## src/rtl/decode_stage_if.sv

```systemverilog
// Signal bundle between fetch, register file, decode_stage and execute.
// ex_illegal is present only when ILLEGAL_DETECT_EN is defined.
interface decode_stage_if #(
  parameter int XLEN = 32
);
  logic            if_valid;
  logic [31:0]     if_instr;
  logic [XLEN-1:0] if_pc;
  logic            if_ready;
  logic            flush;
  logic            ex_ready;
  logic [4:0]      rf_readReg1;
  logic [4:0]      rf_readReg2;
  logic [31:0]     rf_readData1;
  logic [31:0]     rf_readData2;
  logic            ex_valid;
  logic [XLEN-1:0] ex_pc;
  logic [31:0]     ex_rs1_data;
  logic [31:0]     ex_rs2_data;
  logic [31:0]     ex_imm;
  logic [4:0]      ex_rs1;
  logic [4:0]      ex_rs2;
  logic [4:0]      ex_rd;
  logic [6:0]      ex_opcode;
  logic [2:0]      ex_funct3;
  logic            ex_funct7b5;
  logic            ex_regwrite;
  logic            ex_memread;
  logic            ex_memwrite;
  logic            ex_branch;
  logic            ex_jump;
  logic            ex_alusrc;
`ifdef ILLEGAL_DETECT_EN
  logic            ex_illegal;
`endif

  modport slave (
    input  if_valid, if_instr, if_pc, flush, ex_ready, rf_readData1, rf_readData2,
    output if_ready, rf_readReg1, rf_readReg2,
    output ex_valid, ex_pc, ex_rs1_data, ex_rs2_data, ex_imm, ex_rs1, ex_rs2, ex_rd,
    output ex_opcode, ex_funct3, ex_funct7b5,
    output ex_regwrite, ex_memread, ex_memwrite, ex_branch, ex_jump, ex_alusrc
`ifdef ILLEGAL_DETECT_EN
    , output ex_illegal
`endif
  );

  modport master (
    output if_valid, if_instr, if_pc, flush, ex_ready, rf_readData1, rf_readData2,
    input  if_ready, rf_readReg1, rf_readReg2,
    input  ex_valid, ex_pc, ex_rs1_data, ex_rs2_data, ex_imm, ex_rs1, ex_rs2, ex_rd,
    input  ex_opcode, ex_funct3, ex_funct7b5,
    input  ex_regwrite, ex_memread, ex_memwrite, ex_branch, ex_jump, ex_alusrc
`ifdef ILLEGAL_DETECT_EN
    , input ex_illegal
`endif
  );
endinterface

```

## src/rtl/decode_stage.sv

```systemverilog
// RV32I decode stage: combinational decode and register-file addressing, load-use stall,
// and a valid/ready ID/EX register. Defining ILLEGAL_DETECT_EN adds the ex_illegal flag.
module decode_stage #(
  parameter int              XLEN     = 32,
  parameter logic [XLEN-1:0] RESET_PC = 32'h0000_0000
) (
  input logic           clk,
  input logic           rst,
  decode_stage_if.slave bus
);
  localparam logic [6:0] OP_R      = 7'b0110011;
  localparam logic [6:0] OP_I      = 7'b0010011;
  localparam logic [6:0] OP_LOAD   = 7'b0000011;
  localparam logic [6:0] OP_STORE  = 7'b0100011;
  localparam logic [6:0] OP_BRANCH = 7'b1100011;
  localparam logic [6:0] OP_JAL    = 7'b1101111;
  localparam logic [6:0] OP_JALR   = 7'b1100111;
  localparam logic [6:0] OP_LUI    = 7'b0110111;
  localparam logic [6:0] OP_AUIPC  = 7'b0010111;

  typedef struct packed {
    logic regwrite;
    logic memread;
    logic memwrite;
    logic branch;
    logic jump;
    logic alusrc;
  } ctrl_t;

  localparam ctrl_t CTRL_NONE = 6'b000000;

  logic [31:0] instr_s;
  logic [6:0]  opcode_s;
  logic [4:0]  rd_s, rs1_s, rs2_s, rf_addr1_s, rf_addr2_s;
  logic [2:0]  funct3_s;
  logic [31:0] imm_s;
  logic        uses_rs1_s, uses_rs2_s, hazard_s;
  ctrl_t       ctrl_dec_s, ctrl_s;

  logic            ex_valid_q, ex_valid_d;
  logic [XLEN-1:0] ex_pc_q, ex_pc_d;
  logic [31:0]     ex_rs1_data_q, ex_rs1_data_d, ex_rs2_data_q, ex_rs2_data_d;
  logic [31:0]     ex_imm_q, ex_imm_d;
  logic [4:0]      ex_rs1_q, ex_rs1_d, ex_rs2_q, ex_rs2_d, ex_rd_q, ex_rd_d;
  logic [6:0]      ex_opcode_q, ex_opcode_d;
  logic [2:0]      ex_funct3_q, ex_funct3_d;
  logic            ex_funct7b5_q, ex_funct7b5_d;
  ctrl_t           ex_ctrl_q, ex_ctrl_d;

  assign instr_s  = bus.if_instr;
  assign opcode_s = instr_s[6:0];
  assign rd_s     = instr_s[11:7];
  assign funct3_s = instr_s[14:12];
  assign rs1_s    = instr_s[19:15];
  assign rs2_s    = instr_s[24:20];

  // Per-opcode immediate format, control bits and operand usage
  always_comb begin
    imm_s      = 32'h0000_0000;
    ctrl_dec_s = CTRL_NONE;
    uses_rs1_s = 1'b1;
    uses_rs2_s = 1'b0;
    case (opcode_s)
      OP_R: begin
        ctrl_dec_s.regwrite = 1'b1;
        uses_rs2_s          = 1'b1;
      end
      OP_I: begin
        ctrl_dec_s.regwrite = 1'b1;
        ctrl_dec_s.alusrc   = 1'b1;
        imm_s               = {{20{instr_s[31]}}, instr_s[31:20]};
      end
      OP_LOAD: begin
        ctrl_dec_s.regwrite = 1'b1;
        ctrl_dec_s.memread  = 1'b1;
        ctrl_dec_s.alusrc   = 1'b1;
        imm_s               = {{20{instr_s[31]}}, instr_s[31:20]};
      end
      OP_STORE: begin
        ctrl_dec_s.memwrite = 1'b1;
        ctrl_dec_s.alusrc   = 1'b1;
        uses_rs2_s          = 1'b1;
        imm_s               = {{20{instr_s[31]}}, instr_s[31:25], instr_s[11:7]};
      end
      OP_BRANCH: begin
        ctrl_dec_s.branch = 1'b1;
        uses_rs2_s        = 1'b1;
        imm_s = {{19{instr_s[31]}}, instr_s[31], instr_s[7], instr_s[30:25], instr_s[11:8], 1'b0};
      end
      OP_JAL: begin
        ctrl_dec_s.regwrite = 1'b1;
        ctrl_dec_s.jump     = 1'b1;
        ctrl_dec_s.alusrc   = 1'b1;
        uses_rs1_s          = 1'b0;
        imm_s = {{11{instr_s[31]}}, instr_s[31], instr_s[19:12], instr_s[20], instr_s[30:21], 1'b0};
      end
      OP_JALR: begin
        ctrl_dec_s.regwrite = 1'b1;
        ctrl_dec_s.jump     = 1'b1;
        ctrl_dec_s.alusrc   = 1'b1;
        imm_s               = {{20{instr_s[31]}}, instr_s[31:20]};
      end
      OP_LUI, OP_AUIPC: begin
        ctrl_dec_s.regwrite = 1'b1;
        ctrl_dec_s.alusrc   = 1'b1;
        uses_rs1_s          = 1'b0;
        imm_s               = {instr_s[31:12], 12'h000};
      end
      default: begin
        ctrl_dec_s = CTRL_NONE;
      end
    endcase
    ctrl_dec_s.regwrite = ctrl_dec_s.regwrite & (rd_s != 5'd0);
  end

`ifdef ILLEGAL_DETECT_EN
  logic ex_illegal_q, ex_illegal_d, illegal_s;

  // Unknown opcodes and funct3 encodings undefined for loads, stores, branches and JALR
  always_comb begin
    illegal_s = 1'b0;
    case (opcode_s)
      OP_R, OP_I, OP_JAL, OP_LUI, OP_AUIPC: illegal_s = 1'b0;
      OP_LOAD:   illegal_s = (funct3_s == 3'b011) | (funct3_s[2:1] == 2'b11);
      OP_STORE:  illegal_s = funct3_s[2] | (funct3_s[1:0] == 2'b11);
      OP_BRANCH: illegal_s = (funct3_s[2:1] == 2'b01);
      OP_JALR:   illegal_s = (funct3_s != 3'b000);
      default:   illegal_s = 1'b1;
    endcase
  end
  assign ctrl_s = illegal_s ? CTRL_NONE : ctrl_dec_s;
`else
  assign ctrl_s = ctrl_dec_s;
`endif

  assign rf_addr1_s = uses_rs1_s ? rs1_s : 5'd0;
  assign rf_addr2_s = uses_rs2_s ? rs2_s : 5'd0;

  // Only a load still sitting in ID/EX can stall; its data is not ready for a dependent op
  assign hazard_s = ex_valid_q & ex_ctrl_q.memread & (ex_rd_q != 5'd0) &
                    ((uses_rs1_s & (rs1_s == ex_rd_q)) | (uses_rs2_s & (rs2_s == ex_rd_q)));

  // ID/EX next state: flush, then stall, then hazard bubble, then capture, else idle bubble
  always_comb begin
    ex_valid_d    = ex_valid_q;
    ex_pc_d       = ex_pc_q;
    ex_rs1_data_d = ex_rs1_data_q;
    ex_rs2_data_d = ex_rs2_data_q;
    ex_imm_d      = ex_imm_q;
    ex_rs1_d      = ex_rs1_q;
    ex_rs2_d      = ex_rs2_q;
    ex_rd_d       = ex_rd_q;
    ex_opcode_d   = ex_opcode_q;
    ex_funct3_d   = ex_funct3_q;
    ex_funct7b5_d = ex_funct7b5_q;
    ex_ctrl_d     = ex_ctrl_q;
`ifdef ILLEGAL_DETECT_EN
    ex_illegal_d  = ex_illegal_q;
`endif
    if (bus.flush || (bus.ex_ready && (hazard_s || !bus.if_valid))) begin
      ex_valid_d   = 1'b0;
      ex_ctrl_d    = CTRL_NONE;
`ifdef ILLEGAL_DETECT_EN
      ex_illegal_d = 1'b0;
`endif
    end else if (bus.ex_ready) begin
      ex_valid_d    = 1'b1;
      ex_pc_d       = bus.if_pc;
      ex_rs1_data_d = bus.rf_readData1;
      ex_rs2_data_d = bus.rf_readData2;
      ex_imm_d      = imm_s;
      ex_rs1_d      = rf_addr1_s;
      ex_rs2_d      = rf_addr2_s;
      ex_rd_d       = rd_s;
      ex_opcode_d   = opcode_s;
      ex_funct3_d   = funct3_s;
      ex_funct7b5_d = instr_s[30];
      ex_ctrl_d     = ctrl_s;
`ifdef ILLEGAL_DETECT_EN
      ex_illegal_d  = illegal_s;
`endif
    end else begin
      ex_valid_d = ex_valid_q;
    end
  end

  // ID/EX pipeline register
  always_ff @(posedge clk or posedge rst) begin
    if (rst) begin
      ex_valid_q    <= 1'b0;
      ex_pc_q       <= RESET_PC;
      ex_rs1_data_q <= 32'h0000_0000;
      ex_rs2_data_q <= 32'h0000_0000;
      ex_imm_q      <= 32'h0000_0000;
      ex_rs1_q      <= 5'd0;
      ex_rs2_q      <= 5'd0;
      ex_rd_q       <= 5'd0;
      ex_opcode_q   <= 7'd0;
      ex_funct3_q   <= 3'd0;
      ex_funct7b5_q <= 1'b0;
      ex_ctrl_q     <= CTRL_NONE;
`ifdef ILLEGAL_DETECT_EN
      ex_illegal_q  <= 1'b0;
`endif
    end else begin
      ex_valid_q    <= ex_valid_d;
      ex_pc_q       <= ex_pc_d;
      ex_rs1_data_q <= ex_rs1_data_d;
      ex_rs2_data_q <= ex_rs2_data_d;
      ex_imm_q      <= ex_imm_d;
      ex_rs1_q      <= ex_rs1_d;
      ex_rs2_q      <= ex_rs2_d;
      ex_rd_q       <= ex_rd_d;
      ex_opcode_q   <= ex_opcode_d;
      ex_funct3_q   <= ex_funct3_d;
      ex_funct7b5_q <= ex_funct7b5_d;
      ex_ctrl_q     <= ex_ctrl_d;
`ifdef ILLEGAL_DETECT_EN
      ex_illegal_q  <= ex_illegal_d;
`endif
    end
  end

  assign bus.if_ready    = bus.flush | (bus.ex_ready & ~hazard_s);
  assign bus.rf_readReg1 = rf_addr1_s;
  assign bus.rf_readReg2 = rf_addr2_s;
  assign bus.ex_valid    = ex_valid_q;
  assign bus.ex_pc       = ex_pc_q;
  assign bus.ex_rs1_data = ex_rs1_data_q;
  assign bus.ex_rs2_data = ex_rs2_data_q;
  assign bus.ex_imm      = ex_imm_q;
  assign bus.ex_rs1      = ex_rs1_q;
  assign bus.ex_rs2      = ex_rs2_q;
  assign bus.ex_rd       = ex_rd_q;
  assign bus.ex_opcode   = ex_opcode_q;
  assign bus.ex_funct3   = ex_funct3_q;
  assign bus.ex_funct7b5 = ex_funct7b5_q;
  assign bus.ex_regwrite = ex_ctrl_q.regwrite;
  assign bus.ex_memread  = ex_ctrl_q.memread;
  assign bus.ex_memwrite = ex_ctrl_q.memwrite;
  assign bus.ex_branch   = ex_ctrl_q.branch;
  assign bus.ex_jump     = ex_ctrl_q.jump;
  assign bus.ex_alusrc   = ex_ctrl_q.alusrc;
`ifdef ILLEGAL_DETECT_EN
  assign bus.ex_illegal  = ex_illegal_q;
`endif
endmodule
```

## src/flat_wrapper.sv

```systemverilog
// flat-port wrapper written by rule: the top's interface ports become plain ports
module decode_stage_flat 
#(
  parameter int              XLEN     = 32,
  parameter logic [XLEN-1:0] RESET_PC = 32'h0000_0000
)
  (clk, rst, bus_if_valid, bus_if_instr, bus_if_pc, bus_flush, bus_ex_ready, bus_rf_readData1, bus_rf_readData2, bus_if_ready, bus_rf_readReg1, bus_rf_readReg2, bus_ex_valid, bus_ex_pc, bus_ex_rs1_data, bus_ex_rs2_data, bus_ex_imm, bus_ex_rs1, bus_ex_rs2, bus_ex_rd, bus_ex_opcode, bus_ex_funct3, bus_ex_funct7b5, bus_ex_regwrite, bus_ex_memread, bus_ex_memwrite, bus_ex_branch, bus_ex_jump, bus_ex_alusrc);
  decode_stage_if #(.XLEN(XLEN)) bus_i ();
  input logic clk;
  input logic rst;
  input wire logic [$bits(bus_i.if_valid)-1:0] bus_if_valid;
  input wire logic [$bits(bus_i.if_instr)-1:0] bus_if_instr;
  input wire logic [$bits(bus_i.if_pc)-1:0] bus_if_pc;
  input wire logic [$bits(bus_i.flush)-1:0] bus_flush;
  input wire logic [$bits(bus_i.ex_ready)-1:0] bus_ex_ready;
  input wire logic [$bits(bus_i.rf_readData1)-1:0] bus_rf_readData1;
  input wire logic [$bits(bus_i.rf_readData2)-1:0] bus_rf_readData2;
  output wire logic [$bits(bus_i.if_ready)-1:0] bus_if_ready;
  output wire logic [$bits(bus_i.rf_readReg1)-1:0] bus_rf_readReg1;
  output wire logic [$bits(bus_i.rf_readReg2)-1:0] bus_rf_readReg2;
  output wire logic [$bits(bus_i.ex_valid)-1:0] bus_ex_valid;
  output wire logic [$bits(bus_i.ex_pc)-1:0] bus_ex_pc;
  output wire logic [$bits(bus_i.ex_rs1_data)-1:0] bus_ex_rs1_data;
  output wire logic [$bits(bus_i.ex_rs2_data)-1:0] bus_ex_rs2_data;
  output wire logic [$bits(bus_i.ex_imm)-1:0] bus_ex_imm;
  output wire logic [$bits(bus_i.ex_rs1)-1:0] bus_ex_rs1;
  output wire logic [$bits(bus_i.ex_rs2)-1:0] bus_ex_rs2;
  output wire logic [$bits(bus_i.ex_rd)-1:0] bus_ex_rd;
  output wire logic [$bits(bus_i.ex_opcode)-1:0] bus_ex_opcode;
  output wire logic [$bits(bus_i.ex_funct3)-1:0] bus_ex_funct3;
  output wire logic [$bits(bus_i.ex_funct7b5)-1:0] bus_ex_funct7b5;
  output wire logic [$bits(bus_i.ex_regwrite)-1:0] bus_ex_regwrite;
  output wire logic [$bits(bus_i.ex_memread)-1:0] bus_ex_memread;
  output wire logic [$bits(bus_i.ex_memwrite)-1:0] bus_ex_memwrite;
  output wire logic [$bits(bus_i.ex_branch)-1:0] bus_ex_branch;
  output wire logic [$bits(bus_i.ex_jump)-1:0] bus_ex_jump;
  output wire logic [$bits(bus_i.ex_alusrc)-1:0] bus_ex_alusrc;
  assign bus_i.if_valid = bus_if_valid;
  assign bus_i.if_instr = bus_if_instr;
  assign bus_i.if_pc = bus_if_pc;
  assign bus_i.flush = bus_flush;
  assign bus_i.ex_ready = bus_ex_ready;
  assign bus_i.rf_readData1 = bus_rf_readData1;
  assign bus_i.rf_readData2 = bus_rf_readData2;
  assign bus_if_ready = bus_i.if_ready;
  assign bus_rf_readReg1 = bus_i.rf_readReg1;
  assign bus_rf_readReg2 = bus_i.rf_readReg2;
  assign bus_ex_valid = bus_i.ex_valid;
  assign bus_ex_pc = bus_i.ex_pc;
  assign bus_ex_rs1_data = bus_i.ex_rs1_data;
  assign bus_ex_rs2_data = bus_i.ex_rs2_data;
  assign bus_ex_imm = bus_i.ex_imm;
  assign bus_ex_rs1 = bus_i.ex_rs1;
  assign bus_ex_rs2 = bus_i.ex_rs2;
  assign bus_ex_rd = bus_i.ex_rd;
  assign bus_ex_opcode = bus_i.ex_opcode;
  assign bus_ex_funct3 = bus_i.ex_funct3;
  assign bus_ex_funct7b5 = bus_i.ex_funct7b5;
  assign bus_ex_regwrite = bus_i.ex_regwrite;
  assign bus_ex_memread = bus_i.ex_memread;
  assign bus_ex_memwrite = bus_i.ex_memwrite;
  assign bus_ex_branch = bus_i.ex_branch;
  assign bus_ex_jump = bus_i.ex_jump;
  assign bus_ex_alusrc = bus_i.ex_alusrc;
  decode_stage #(.XLEN(XLEN), .RESET_PC(RESET_PC)) u_core (.clk(clk), .rst(rst), .bus(bus_i));
endmodule
```

## config.mk

```make
export PLATFORM = sky130hd
export DESIGN_NAME = decode_stage_flat
export DESIGN_NICKNAME = d
export VERILOG_FILES = /design/src/rtl/decode_stage_if.sv /design/src/rtl/decode_stage.sv /design/src/flat_wrapper.sv
export SDC_FILE = /design/constraint.sdc
export NUM_CORES = 1
export LEC_CHECK = 0
export ABC_AREA = 1
export CAP_MARGIN = 20
export CELL_PAD_IN_SITES_DETAIL_PLACEMENT = 0
export CELL_PAD_IN_SITES_GLOBAL_PLACEMENT = 1
export CORE_MARGIN = 3
export CORE_UTILIZATION = 31
export DETAILED_ROUTE_END_ITERATION = 8
export GPL_TIMING_DRIVEN = 1
export PLACE_DENSITY = 0.83
export RECOVER_POWER = 100
export SETUP_SLACK_MARGIN = 0.4
export SLEW_MARGIN = 20
export SYNTH_ARGS = -nofsm -noshare
export SYNTH_HDL_FRONTEND = slang
export SYNTH_SLANG_ARGS = --single-unit
```

## constraint.sdc

```tcl
create_clock -name clk -period 6.6 [get_ports clk]
set_input_delay 1.65 -clock clk [delete_from_list [all_inputs] [get_ports clk]]
set_output_delay 1.65 -clock clk [all_outputs]
set_load 0.005 [all_outputs]
```

==> results by group, run 1 <==
Hold path
  • HP Start: u_core.bus.ex_rs1_data[20]
  • Hold endpoint: u_core.bus.ex_rs1_data[20]
  • Worst hold path depth: 2
  • Worst Hold Class: reg2reg

STA
  • Crit share post-route: a little under 90%
  • Endpoints failing hold: 0
  • RSZ-0062 raised after global routing: no
  • Setup TNS: 0 ns
  • Tmin final: roughly 5.8 ns
  • Setup-failing EPs final: 0
  • Slew headroom: -145%
  • Slew @ Worst Pin: approximately 3.7 ns
  • Layout Skew: approximately 0.011 ns
  • Final Max Slew Viols: ~310
  • Fmax achieved: roughly 0.17 GHz
  • Hold WS: between 0.4 and 0.5 ns

Global route
  • Largest net degree at the start of global routing: 91
  • First-pass GRT wire length: between 40 and 50 mm
  • Vias in the first global route: ~7,400
  • GRT Residual Overflow: 0
  • GRT Resource Usage Total: between 20% and 30%
  • Initial antenna violation count: 3

Floorplanning
  • Initial cell density of the core: 32.0%
  • Die Span X: about 160 µm
  • Die Y: approximately 160 µm
  • Die Area: ~26,000 µm²
  • Io pins: roughly 310
  • Core area: ~24,000 µm²
  • Site row count: 56

Setup path
  • WS Path Type: in2reg
  • Critical Path Fanout Max: 80
  • CP required: about 6.9 ns
  • Worst Reg-to-Reg Cells: 14
  • Worst EP arrival: roughly 6.1 ns
  • CP startpoint kind: primary input
  • Reg2reg start: u_core.bus.ex_rd[3]
  • Reg2Reg Setup Slack: roughly 2.4 ns
  • CP Capture Type: flop
  • FF-to-FF End: u_core.bus.ex_rs1_data[13]
  • Crit path launch: bus_if_instr[6]

Logic synthesis
  • Synthesized instance count: 945
  • Synth Area per Inst: 8.03 µm²
  • Seq cells post-synth: between 150 and 200
  • Post-synthesis sequential area ratio: a little over half
  • Yosys warning total: 0
  • Main synth FF type: dfrtp_1
  • Netlist cell types: 22
  • Syn nets: between 1,000 and 1,500
  • Mapped cell area: 7590 µm²
  • Asr flop ratio synth: 100%
  • Number of flops mapped to enable cells by yosys: 0

Route
  • WL met1: about 12 mm
  • Met2 WL: between 10 and 15 mm
  • Initial DRC count: 563
  • Via count: roughly 7,600
  • DRC: 0
  • Drt total wl: 27.7 mm
  • Final ANT Viol Nets: 0
  • Top Layer Used: met5
  • Drt pass-1 iters: 5
  • Post-DR wirelength/cell: 18.0 µm
  • DR vias/cell: 4.95
  • Met3 Wirelength: roughly 2.2 mm

CTS
  • Clk_lat worst skew: between 0.4 and 0.5 ns
  • CTS Hold Bufs: 0
  • Maximum level of the CTS H-tree: 4
  • Clock transition at the registers of the reported paths: around 0.060 ns
  • Post-CTS Repair Setup Buffers: 0
  • Clk root buf: clkbuf_16
  • CTS tree: done
  • Num CTS Buffers: 17
  • Sink Count: 161
  • Post-cts sizing count: 0
  • CTS max path bufs: 2

Cells and area
  • Share of cells above drive strength 1: 3.94%
  • Nets: 1,337
  • Area Overhead vs Synth: 48.5%

Power
  • PwrDens: roughly 240 nW/µm²
  • VDD IR max: approximately 140 µV
  • P_leak: 5.93 nW

Run status
  • Failing checks: capacitance limit, slew limit
  • Status: complete, but fails checks

Placement
  • Final Wtd Congestion: slightly below 0.9
  • Port Buffers: approximately 300
  • DPL Wire Length: between 15 and 20 mm

Flow run
  • MaxCap Viol Count: 4
-- per-stage QoR --
| step | instances | setup slack (ns) | area, µm² | utilization, % | total power, W |
|---|---|---|---|---|---|
| floorplan | 945 | 0.602 | 7590 | - | 0.00138 |
| global placement | 1504 | 1.02 | 10700 | 45.2 | 0.00178 |
| detailed placement | 1504 | 0.966 | 10700 | 45.2 | 0.00179 |
| CTS | 1536 | 0.963 | 11300 | 47.6 | 0.00278 |
| global route | 1538 | 0.408 | 11300 | 47.5 | 0.00284 |
| finish | 1538 | 0.835 | 11300 | 47.5 | 0.00269 |
-- layout by cell type (no fill, tap or decap), types with 2 or more instances in the layout --
cell type	synthesis	routed
nand3_1	36	36
clkinv_1	2	2
nor2_1	51	51
inv_6	0	4
clkinv_2	0	2
clkdlybuf4s50_1	0	128
buf_4	6	8
dfrtp_1	161	161
dlygate4sd3_1	0	175
o21ai_0	5	5
clkbuf_16	0	17
inv_1	43	42
clkinvlp_4	0	2
nor3_1	2	2
nand4_1	163	163
nand2_1	398	398
clkinv_4	0	3
diode_2	0	2
clkbuf_2	0	5
-- critical path, stage by stage --
cell,delay (ns)
dlygate4sd3_1,0.66
inv_1,0.17
nand3_1,0.08
nor2_1,0.10
nor2_1,0.07
nand3_1,0.07
nand2_1,0.11
nand2_4,0.09
buf_4,0.64
nand3_2,1.34
clkbuf_2,0.72
nand2_1,0.16
nand2_1,0.06
-- synthesized netlist by cell type (all sizes together) (2+ instances only) --
cell / n / area (µm²)
nand2: 399 / 1500
nand4: 163 / 1020
dfrtp: 161 / 4030
nor2: 51 / 191
inv: 44 / 165
buf: 38 / 274
clkbuf: 38 / 143
nand3: 37 / 190
o21ai: 5 / 25.0
clkinv: 2 / 7.51
nor3: 2 / 10.0
-- cells by family (layout without fill, tap and decap cells) --
| kind of cell | count (synthesis) | after routing | synth area share, % |
|---|---|---|---|
| DFF | 161 | 161 | 53.1 |
| and+or+nand+nor | 653 | 653 | 38.4 |
| other | 0 | 2 | 0 |
| AOI/OAI and AO/OA | 7 | 7 | 0.511 |
| buffers and inverters | 122 | 394 | 7.76 |
| xor gates and xnor gates | 2 | 2 | 0.231 |
-- report_power, final --
group	leakage, nW	internal [W]	switching (W)
Clock	0.277	0.000538	0.000440
Combinational	3.58	0.000291	0.000249
Sequential	2.07	0.00111	0.0000661
Total	5.93	0.00194	0.000755
-- worst max-delay path by stage --
stage	to	slack, ns
final	u_core.bus.ex_rs1_data[13]	0.84
after floorplan	u_core.bus.ex_alusrc	0.60
after global routing	u_core.bus.ex_pc[28]	0.41
after detailed placement	bus_rf_readReg1[4]	0.97
after global placement	bus_rf_readReg1[4]	1.02
after CTS	bus_rf_readReg1[4]	0.96
-- state kept, by name (all words and copies together) (netlist names), 3 cells and up --
name	flops
u_core.bus.ex_pc	32
u_core.bus.ex_funct3	3
u_core.bus.ex_rs2_data	32
u_core.bus.ex_rs1	5
u_core.bus.ex_rs2	5
u_core.bus.ex_imm	32
u_core.bus.ex_rs1_data	32
u_core.bus.ex_rd	5
u_core.bus.ex_opcode	7
-- area by class of cell --
cell class / count / area (µm²)
Timing Repair Buffer: 316 / 3120
Antenna cell: 2 / 5.00
Inverter: 46 / 174
Clock buffer: 19 / 443
Clock inverter: 13 / 128
Multi-Input combinational cell: 662 / 2980
Tap cell: 319 / 399
Sequential cell: 161 / 4030
Fill cell: 2349 / 12500
-- layer usage --
layer	up-vias	global-route usage (%)
met2	264	33.8
met5	-	0
li1	3662	-
met1	3653	27.0
met4	2	5.35
met3	27	5.95
No activity file was read; power rests on OpenSTA's default activity.
==> inputs of run 2 (changes only) <==
- GPL_TIMING_DRIVEN: 1 -> 0
==> run 2 against run 1 <==
Compared with the run above:
- the run still ends with capacitance limit, slew limit left
- critical path depth fell by 2
- count of clock-buffer cells in the layout decreased by 1
- global-route usage is 0.85 points higher
- sequential share of layout area fell by 0.73 points
- first-iteration DRC count is 3.4% higher
- largest cell class unchanged
==> results by group, run 2 (synthesis gave the netlist of run 1 again) <==
Global route
  • GRT Residual Overflow: 0 (unchanged)
  • Largest net degree at the start of global routing: 96 (+5.5%)
  • GRT Resource Usage Total: 21.5% (+0.85 points)
  • Initial antenna violation count: 1 (-2)
  • First-pass GRT wire length: 43.8 mm (+2.1%)
  • Vias in the first global route: 7,632 (+3.0%)

Setup path
  • Crit path depth: 11 (-2)
  • CP Capture Type: output port
  • Critical path buffer and inverter count: 4 (unchanged)
  • Worst EP arrival: 4.19 ns (-1.88 ns)
  • Crit path max-delay family: buffers and inverters
  • Critical-path cell list: dlygate4sd3_1 > nand2_1 > clkinv_1 > nand2_1 > nor2_1 > nand4_1 > nand2_1 > nand2_1 > buf_4 > a21o_1 > clkdlybuf4s50_1
  • Reg2Reg Setup Slack: 3.91 ns (+1.55 ns)
  • Worst Reg-to-Reg Cells: 12 (-2)
  • Critical Path Fanout Max: 10 (-88%)
  • Reg2reg start: u_core.bus.ex_rd[4]
  • FF-to-FF End: u_core.bus.ex_rs1_data[13]
  • CP dominant cell by count: nand2_1
  • CP startpoint kind: primary input
  • CP required: 4.95 ns (-1.95 ns)
  • WS Path Type: in2out
  • CP max-delay cell: dlygate4sd3_1
  • Crit path largest cell delay: 0.63 ns (-0.71 ns)

STA
  • Slew headroom: -108% (+37 points)
  • Fmax achieved: 0.171 GHz (-1.3%)
  • Setup TNS: 0 ns (unchanged)
  • RSZ-0062 raised after global routing: no
  • Slew @ Worst Pin: 3.10 ns (-0.556 ns)
  • Final Max Slew Viols: 67 (-78%)
  • Setup-failing EPs final: 0 (unchanged)
  • Endpoints failing hold: 0 (unchanged)
  • Final setup margin: 0.758 ns (-0.0771 ns)
  • Crit share post-route: 88.5% (+1.2 points)
  • Tmin final: 5.84 ns (+0.0771 ns)
  • Layout Skew: 0.0115 ns (+0.000323 ns)

Placement
  • Place WS: 0.983 ns (+0.0168 ns)
  • Final Wtd Congestion: 0.916 (+5.0%)
  • Dpl cell area: 11,000 µm² (+3.0%)
  • Placed insts: 1,567 (+4.2%)
  • DPL Wire Length: 21.9 mm (+14%)
  • Port Buffers: 302 (-0.66%)

Cells and area
  • Commonest non-fill, non-tap cell in the layout: nand2_1
  • Area Overhead vs Synth: 51.6%
  • Share of cells above drive strength 1: 3.75% (-0.19 points)
  • Post-route cell area: 11,500 µm² (+2.1%)
  • Nets: 1,400 (+4.7%)
  • Post-route insts no fill: 1,599 (+4.0%)
  • Most frequent cells in the layout: nand2_1 (399), dlygate4sd3_1 (173), nand4_1 (163)

Floorplanning
  • Site row count: 56 (unchanged)
  • Initial cell density of the core: 32.0% (unchanged)
  • Die Area: 26,400 µm² (unchanged)
  • Die Y: 162 µm (unchanged)
  • Core area: 23,800 µm² (unchanged)
  • Io pins: 305 (unchanged)
  • Die Span X: 162 µm (unchanged)

CTS
  • CTS tree: done
  • Maximum level of the CTS H-tree: 4 (unchanged)
  • Clock transition at the registers of the reported paths: 0.07 ns (about the same)
  • CTS max path bufs: 2 (unchanged)
  • Num CTS Buffers: 17 (unchanged)
  • CTS Hold Bufs: 0 (unchanged)
  • Post-cts sizing count: 0 (unchanged)
  • Post-CTS Repair Setup Buffers: 0 (unchanged)
  • Clk root buf: clkbuf_16
  • Clk_lat worst skew: 0.42 ns (about the same)
  • Sink Count: 161 (unchanged)

Route
  • Initial DRC count: 582 (+3.4%)
  • Drt total wl: 28.8 mm (+4.1%)
  • Final ANT Viol Nets: 0 (unchanged)
  • Via count: 7,810 (+2.7%)
  • DRC: 0 (unchanged)
  • DR vias/cell: 4.88 (-1.3%)
  • Post-DR wirelength/cell: 18.0 µm (+0.14%)
  • Drt pass-1 iters: 5 (unchanged)

Power
  • PwrDens: 237 nW/µm² (-0.53%)
  • VDD IR max: 155 µV (+10%)
  • P_leak: 5.97 nW (+0.66%)

Flow run
  • MaxCap Viol Count: 1 (-3)

Hold path
  • Worst hold path depth: 2 (unchanged)
  • HP Start: u_core.bus.ex_rs2_data[4]
  • Worst Hold Class: reg2reg
  • Hold endpoint: u_core.bus.ex_rs2_data[4]

Run status
  • Status: complete, but fails checks
  • Failing checks: capacitance limit, slew limit
run 2: changes by cell type in the layout (fill, tap and decap cells not counted), sizes merged:
cell | before | now
clkinv | 7 | 3
clkbuf | 24 | 74
buf | 8 | 21
dlygate4sd3 | 175 | 173
clkinvlp | 3 | 6
diode | 2 | 1
bufinv | 1 | 2
clkdlybuf4s50 | 128 | 129
run 2: worst min-delay path, delay by kind of cell, from the launching register on:
family	cells	cell delay [ns]
flops	1	0.34
simple gates	2	0.09
run 2: worst max-delay path by stage:
stage,startpoint,slack (ns),to
after floorplan,rst,0.60,u_core.bus.ex_alusrc
after global placement,rst,-1.82,u_core.bus.ex_imm[14]
after detailed placement,bus_if_instr[5],0.98,bus_if_ready
after CTS,bus_if_instr[5],0.98,bus_if_ready
after global routing,bus_if_instr[1],0.56,bus_if_ready
final,bus_if_instr[1],0.76,bus_if_ready
run 2: where the power goes:
group | switching [W] | internal (W) | total (W)
Sequential | 0.0000695 | 0.00111 | 0.00118
Combinational | 0.000253 | 0.000295 | 0.000548
Clock | 0.000444 | 0.000564 | 0.00101
run 2: layer usage:
layer	GRT usage [%]	share of wire, %
met3	4.81	6.8
met5	0	0
met1	28.1	43
met2	35.8	48
met4	6.51	2.3
run 2: area by class of cell:
cell class | count | area, µm²
antenna | 1 | 2.50
sequential | 161 | 4030
tap | 319 | 399
inverter | 46 | 174
buffer | 76 | 307
multi-input combinational | 662 | 2970
clock buffer | 18 | 429
timing repair buffer | 303 | 3050
fill | 2332 | 12200
clock inverter | 13 | 153
run 2: through the flow:
step	util [%]	power (W)	hold WS, ns
floorplan	-	0.00138	0.465
global placement	46.4	0.00180	0.452
detailed placement	46.5	0.00181	0.457
CTS	49.0	0.00282	0.474
global route	48.5	0.00287	0.483
finish	48.5	0.00273	0.465
==> inputs of run 3 (changes only) <==
- CELL_PAD_IN_SITES_DETAIL_PLACEMENT: 0 -> not set
- CELL_PAD_IN_SITES_GLOBAL_PLACEMENT: 1 -> not set
- CORE_UTILIZATION: 31 -> 40
- HOLD_SLACK_MARGIN: not set -> 0.1
- PLACE_DENSITY: 0.83 -> 0.77
- SLEW_MARGIN: 20 -> 0
==> run 3 against run 2 <==
Compared with the run above:
- the flow still finishes with violations (capacitance limit, slew limit)
- clock power barely moved
- critical path depth is the same
- die area shrank 22%
- clock skew shrank 0.0026 ns
- global-route usage grew 4.8 points
- sequential power about the same
- wire length shrank 4.5%
- first-iteration DRC count grew 1.4%
- worst hold slack lost 0.0011 ns
- combinational power grew 0.9%
- count of clock-buffer cells in the layout rose by 2
- maximum frequency increased by 0.95%
- largest cell class unchanged
- largest power group unchanged
==> results by group, run 3 (synthesis gave the netlist of run 1 again) <==
Power
  • VDD IR max: 172 µV (+11%)
  • PwrDens: 242 nW/µm² (+1.9%)
  • P_leak: 5.98 nW (+0.21%)

Setup path
  • FF-to-FF End: u_core.bus.ex_funct3[2]
  • Reg2Reg Setup Slack: 3.84 ns (-0.07 ns)
  • Critical Path Fanout Max: 10 (unchanged)
  • Reg2reg start: u_core.bus.ex_rd[3]
  • CP required: 4.95 ns (about the same)
  • Worst Setup EP: bus_if_ready
  • Worst Reg-to-Reg Cells: 14 (+2)
  • CP startpoint kind: primary input
  • Crit path launch: bus_if_instr[0]
  • WS Path Type: in2out
  • CP Capture Type: output port
  • Worst EP arrival: 4.14 ns (-0.05 ns)

Global route
  • Largest net degree at the start of global routing: 86 (-10%)
  • Initial antenna violation count: 0 (-1)
  • First-pass GRT wire length: 42.2 mm (-3.6%)
  • Vias in the first global route: 7,690 (+0.76%)
  • Most Crowded Layer GR: met2
  • Met1 Use GR: 33.1% (+5.0 points)
  • Met3 Usage GRT: 6.09% (+1.3 points)
  • GRT Resource Usage Total: 26.3% (+4.8 points)
  • GRT Residual Overflow: 0 (unchanged)
  • GR Layer Usage met2: 44.5% (+8.7 points)

Flow run
  • MaxCap Viol Count: 1 (unchanged)

Cells and area
  • Fillers: 1,645 (-29%)
  • Post-route insts no fill: 1,508 (-5.7%)
  • Share of cells above drive strength 1: 3.67% (-0.078 points)
  • Post-layout util: 62.3% (+14 points)
  • Nets: 1,400 (unchanged)
  • Antenna cells: 0 (-1)
  • Area Overhead vs Synth: 50.4%
  • Most frequent cells in the layout: nand2_1 (399), dlygate4sd3_1 (173), nand4_1 (163)
  • Post-route cell area: 11,400 µm² (-0.76%)
  • Commonest non-fill, non-tap cell in the layout: nand2_1

CTS
  • Clk_lat worst skew: 0.42 ns (about the same)
  • Clk root buf: clkbuf_16
  • Sink Count: 161 (unchanged)
  • CTS tree: done
  • CTS Hold Bufs: 0 (unchanged)
  • Num CTS Buffers: 17 (unchanged)
  • CTS max path bufs: 2 (unchanged)
  • Maximum level of the CTS H-tree: 4 (unchanged)
  • Clock transition at the registers of the reported paths: 0.06 ns (about the same)
  • Post-cts sizing count: 0 (unchanged)
  • Post-CTS Repair Setup Buffers: 0 (unchanged)

Route
  • Initial DRC count: 590 (+1.4%)
  • Drt pass-1 iters: 5 (unchanged)
  • DRC: 0 (unchanged)
  • Final ANT Viol Nets: 0 (unchanged)
  • DR vias/cell: 5.19 (+6.2%)
  • Post-DR wirelength/cell: 18.2 µm (+1.2%)
  • Drt total wl: 27.5 mm (-4.5%)
  • Via count: 7,824 (+0.18%)

Run status
  • Status: complete, but fails checks
  • Failing checks: capacitance limit, slew limit

Floorplanning
  • Core area: 18,300 µm² (-23%)
  • Die Area: 20,700 µm² (-22%)
  • Site row count: 49 (-13%)
  • Initial cell density of the core: 41.4% (+9.5 points)
  • Io pins: 305 (unchanged)
  • Die Span X: 144 µm (-12%)
  • Die Y: 144 µm (-12%)

Placement
  • Dpl cell area: 10,900 µm² (-1.0%)
  • DPL Wire Length: 20.8 mm (-5.0%)
  • Final Wtd Congestion: 0.905 (-1.2%)
  • Port Buffers: 302 (unchanged)
  • Placed insts: 1,477 (-5.7%)

Hold path
  • Worst Hold Class: reg2reg

STA
  • Crit share post-route: 87.7% (-0.83 points)
  • Final Max Slew Viols: 77 (+15%)
  • Layout Skew: 0.00892 ns (-0.00259 ns)
  • Fmax achieved: 0.173 GHz (+0.95%)
  • Slew headroom: -132% (-24 points)
  • RSZ-0062 raised after global routing: no
  • Tmin final: 5.79 ns (-0.0550 ns)
  • Setup-failing EPs final: 0 (unchanged)
  • Slew @ Worst Pin: 3.46 ns (+0.359 ns)
  • Endpoints failing hold: 0 (unchanged)
==> run 3: cell types whose count changed in the layout (fill, tap and decap cells not counted), sizes merged <==
cell / previous run / this run
clkbuf: 74 / 77
inv: 48 / 46
buf: 21 / 20
bufinv: 2 / 3
clkinv: 3 / 2
diode: 1 / 0
==> run 3: power breakdown <==
| group | leakage (nW) | internal [W] | total [W] | switching (W) |
|---|---|---|---|---|
| Sequential | 2.07 | 0.00111 | 0.00117 | 0.0000661 |
| Combinational | 3.63 | 0.000296 | 0.000553 | 0.000258 |
| Clock | 0.282 | 0.000617 | 0.00103 | 0.000418 |
==> run 3: through the flow <==
step | setup slack, ns | hold slack (ns) | TNS (ns) | power (W)
floorplan | 0.602 | 0.465 | 0 | 0.00138
global placement | -1.70 | 0.453 | -271.61 | 0.00179
detailed placement | 1.05 | 0.457 | 0 | 0.00181
CTS | 1.08 | 0.473 | 0 | 0.00284
global route | 0.647 | 0.479 | 0 | 0.00289
finish | 0.813 | 0.464 | 0 | 0.00276
==> run 3: critical path, stage by stage <==
cell and delay (ns):
dlygate4sd3_1 0.59, nand2_1 0.15, clkinv_1 0.11, nand2_1 0.16
nor2_1 0.08, nand4_1 0.09, nand2_1 0.06, nand2_1 0.32
buf_4 0.28, a21o_1 0.13, clkdlybuf4s50_1 0.53
==> run 3: layout make-up <==
type / instances / area (µm²) / share of cell area (%)
Tap cell: 229 / 287 / 2.51
Multi-Input combinational cell: 662 / 2970 / 26.0
Inverter: 46 / 174 / 1.52
Timing Repair Buffer: 303 / 3050 / 26.7
Sequential cell: 161 / 4030 / 35.3
Clock buffer: 20 / 457 / 4.00
Buffer: 76 / 305 / 2.67
Clock inverter: 11 / 154 / 1.35
==> run 3: metal layers <==
metal / up-vias / routed length [µm]
met4: 0 / 815
met2: 335 / 13300
met5: - / 0
met3: 52 / 2070
met1: 3643 / 11300
li1: 3794 / -
==> run 3: worst min-delay path by stage <==
stage | startpoint | end | cells past startpoint
final | u_core.bus.ex_rs2_data[13] | u_core.bus.ex_rs2_data[13] | 2
after global routing | u_core.bus.ex_rs1_data[14] | u_core.bus.ex_rs1_data[14] | 2
after CTS | u_core.bus.ex_pc[22] | u_core.bus.ex_pc[22] | 2
after detailed placement | u_core.bus.ex_imm[18] | u_core.bus.ex_imm[18] | 2
after global placement | u_core.bus.ex_rs2_data[17] | u_core.bus.ex_rs2_data[17] | 2
after floorplan | u_core.bus.ex_funct3[0] | u_core.bus.ex_funct3[0] | 2
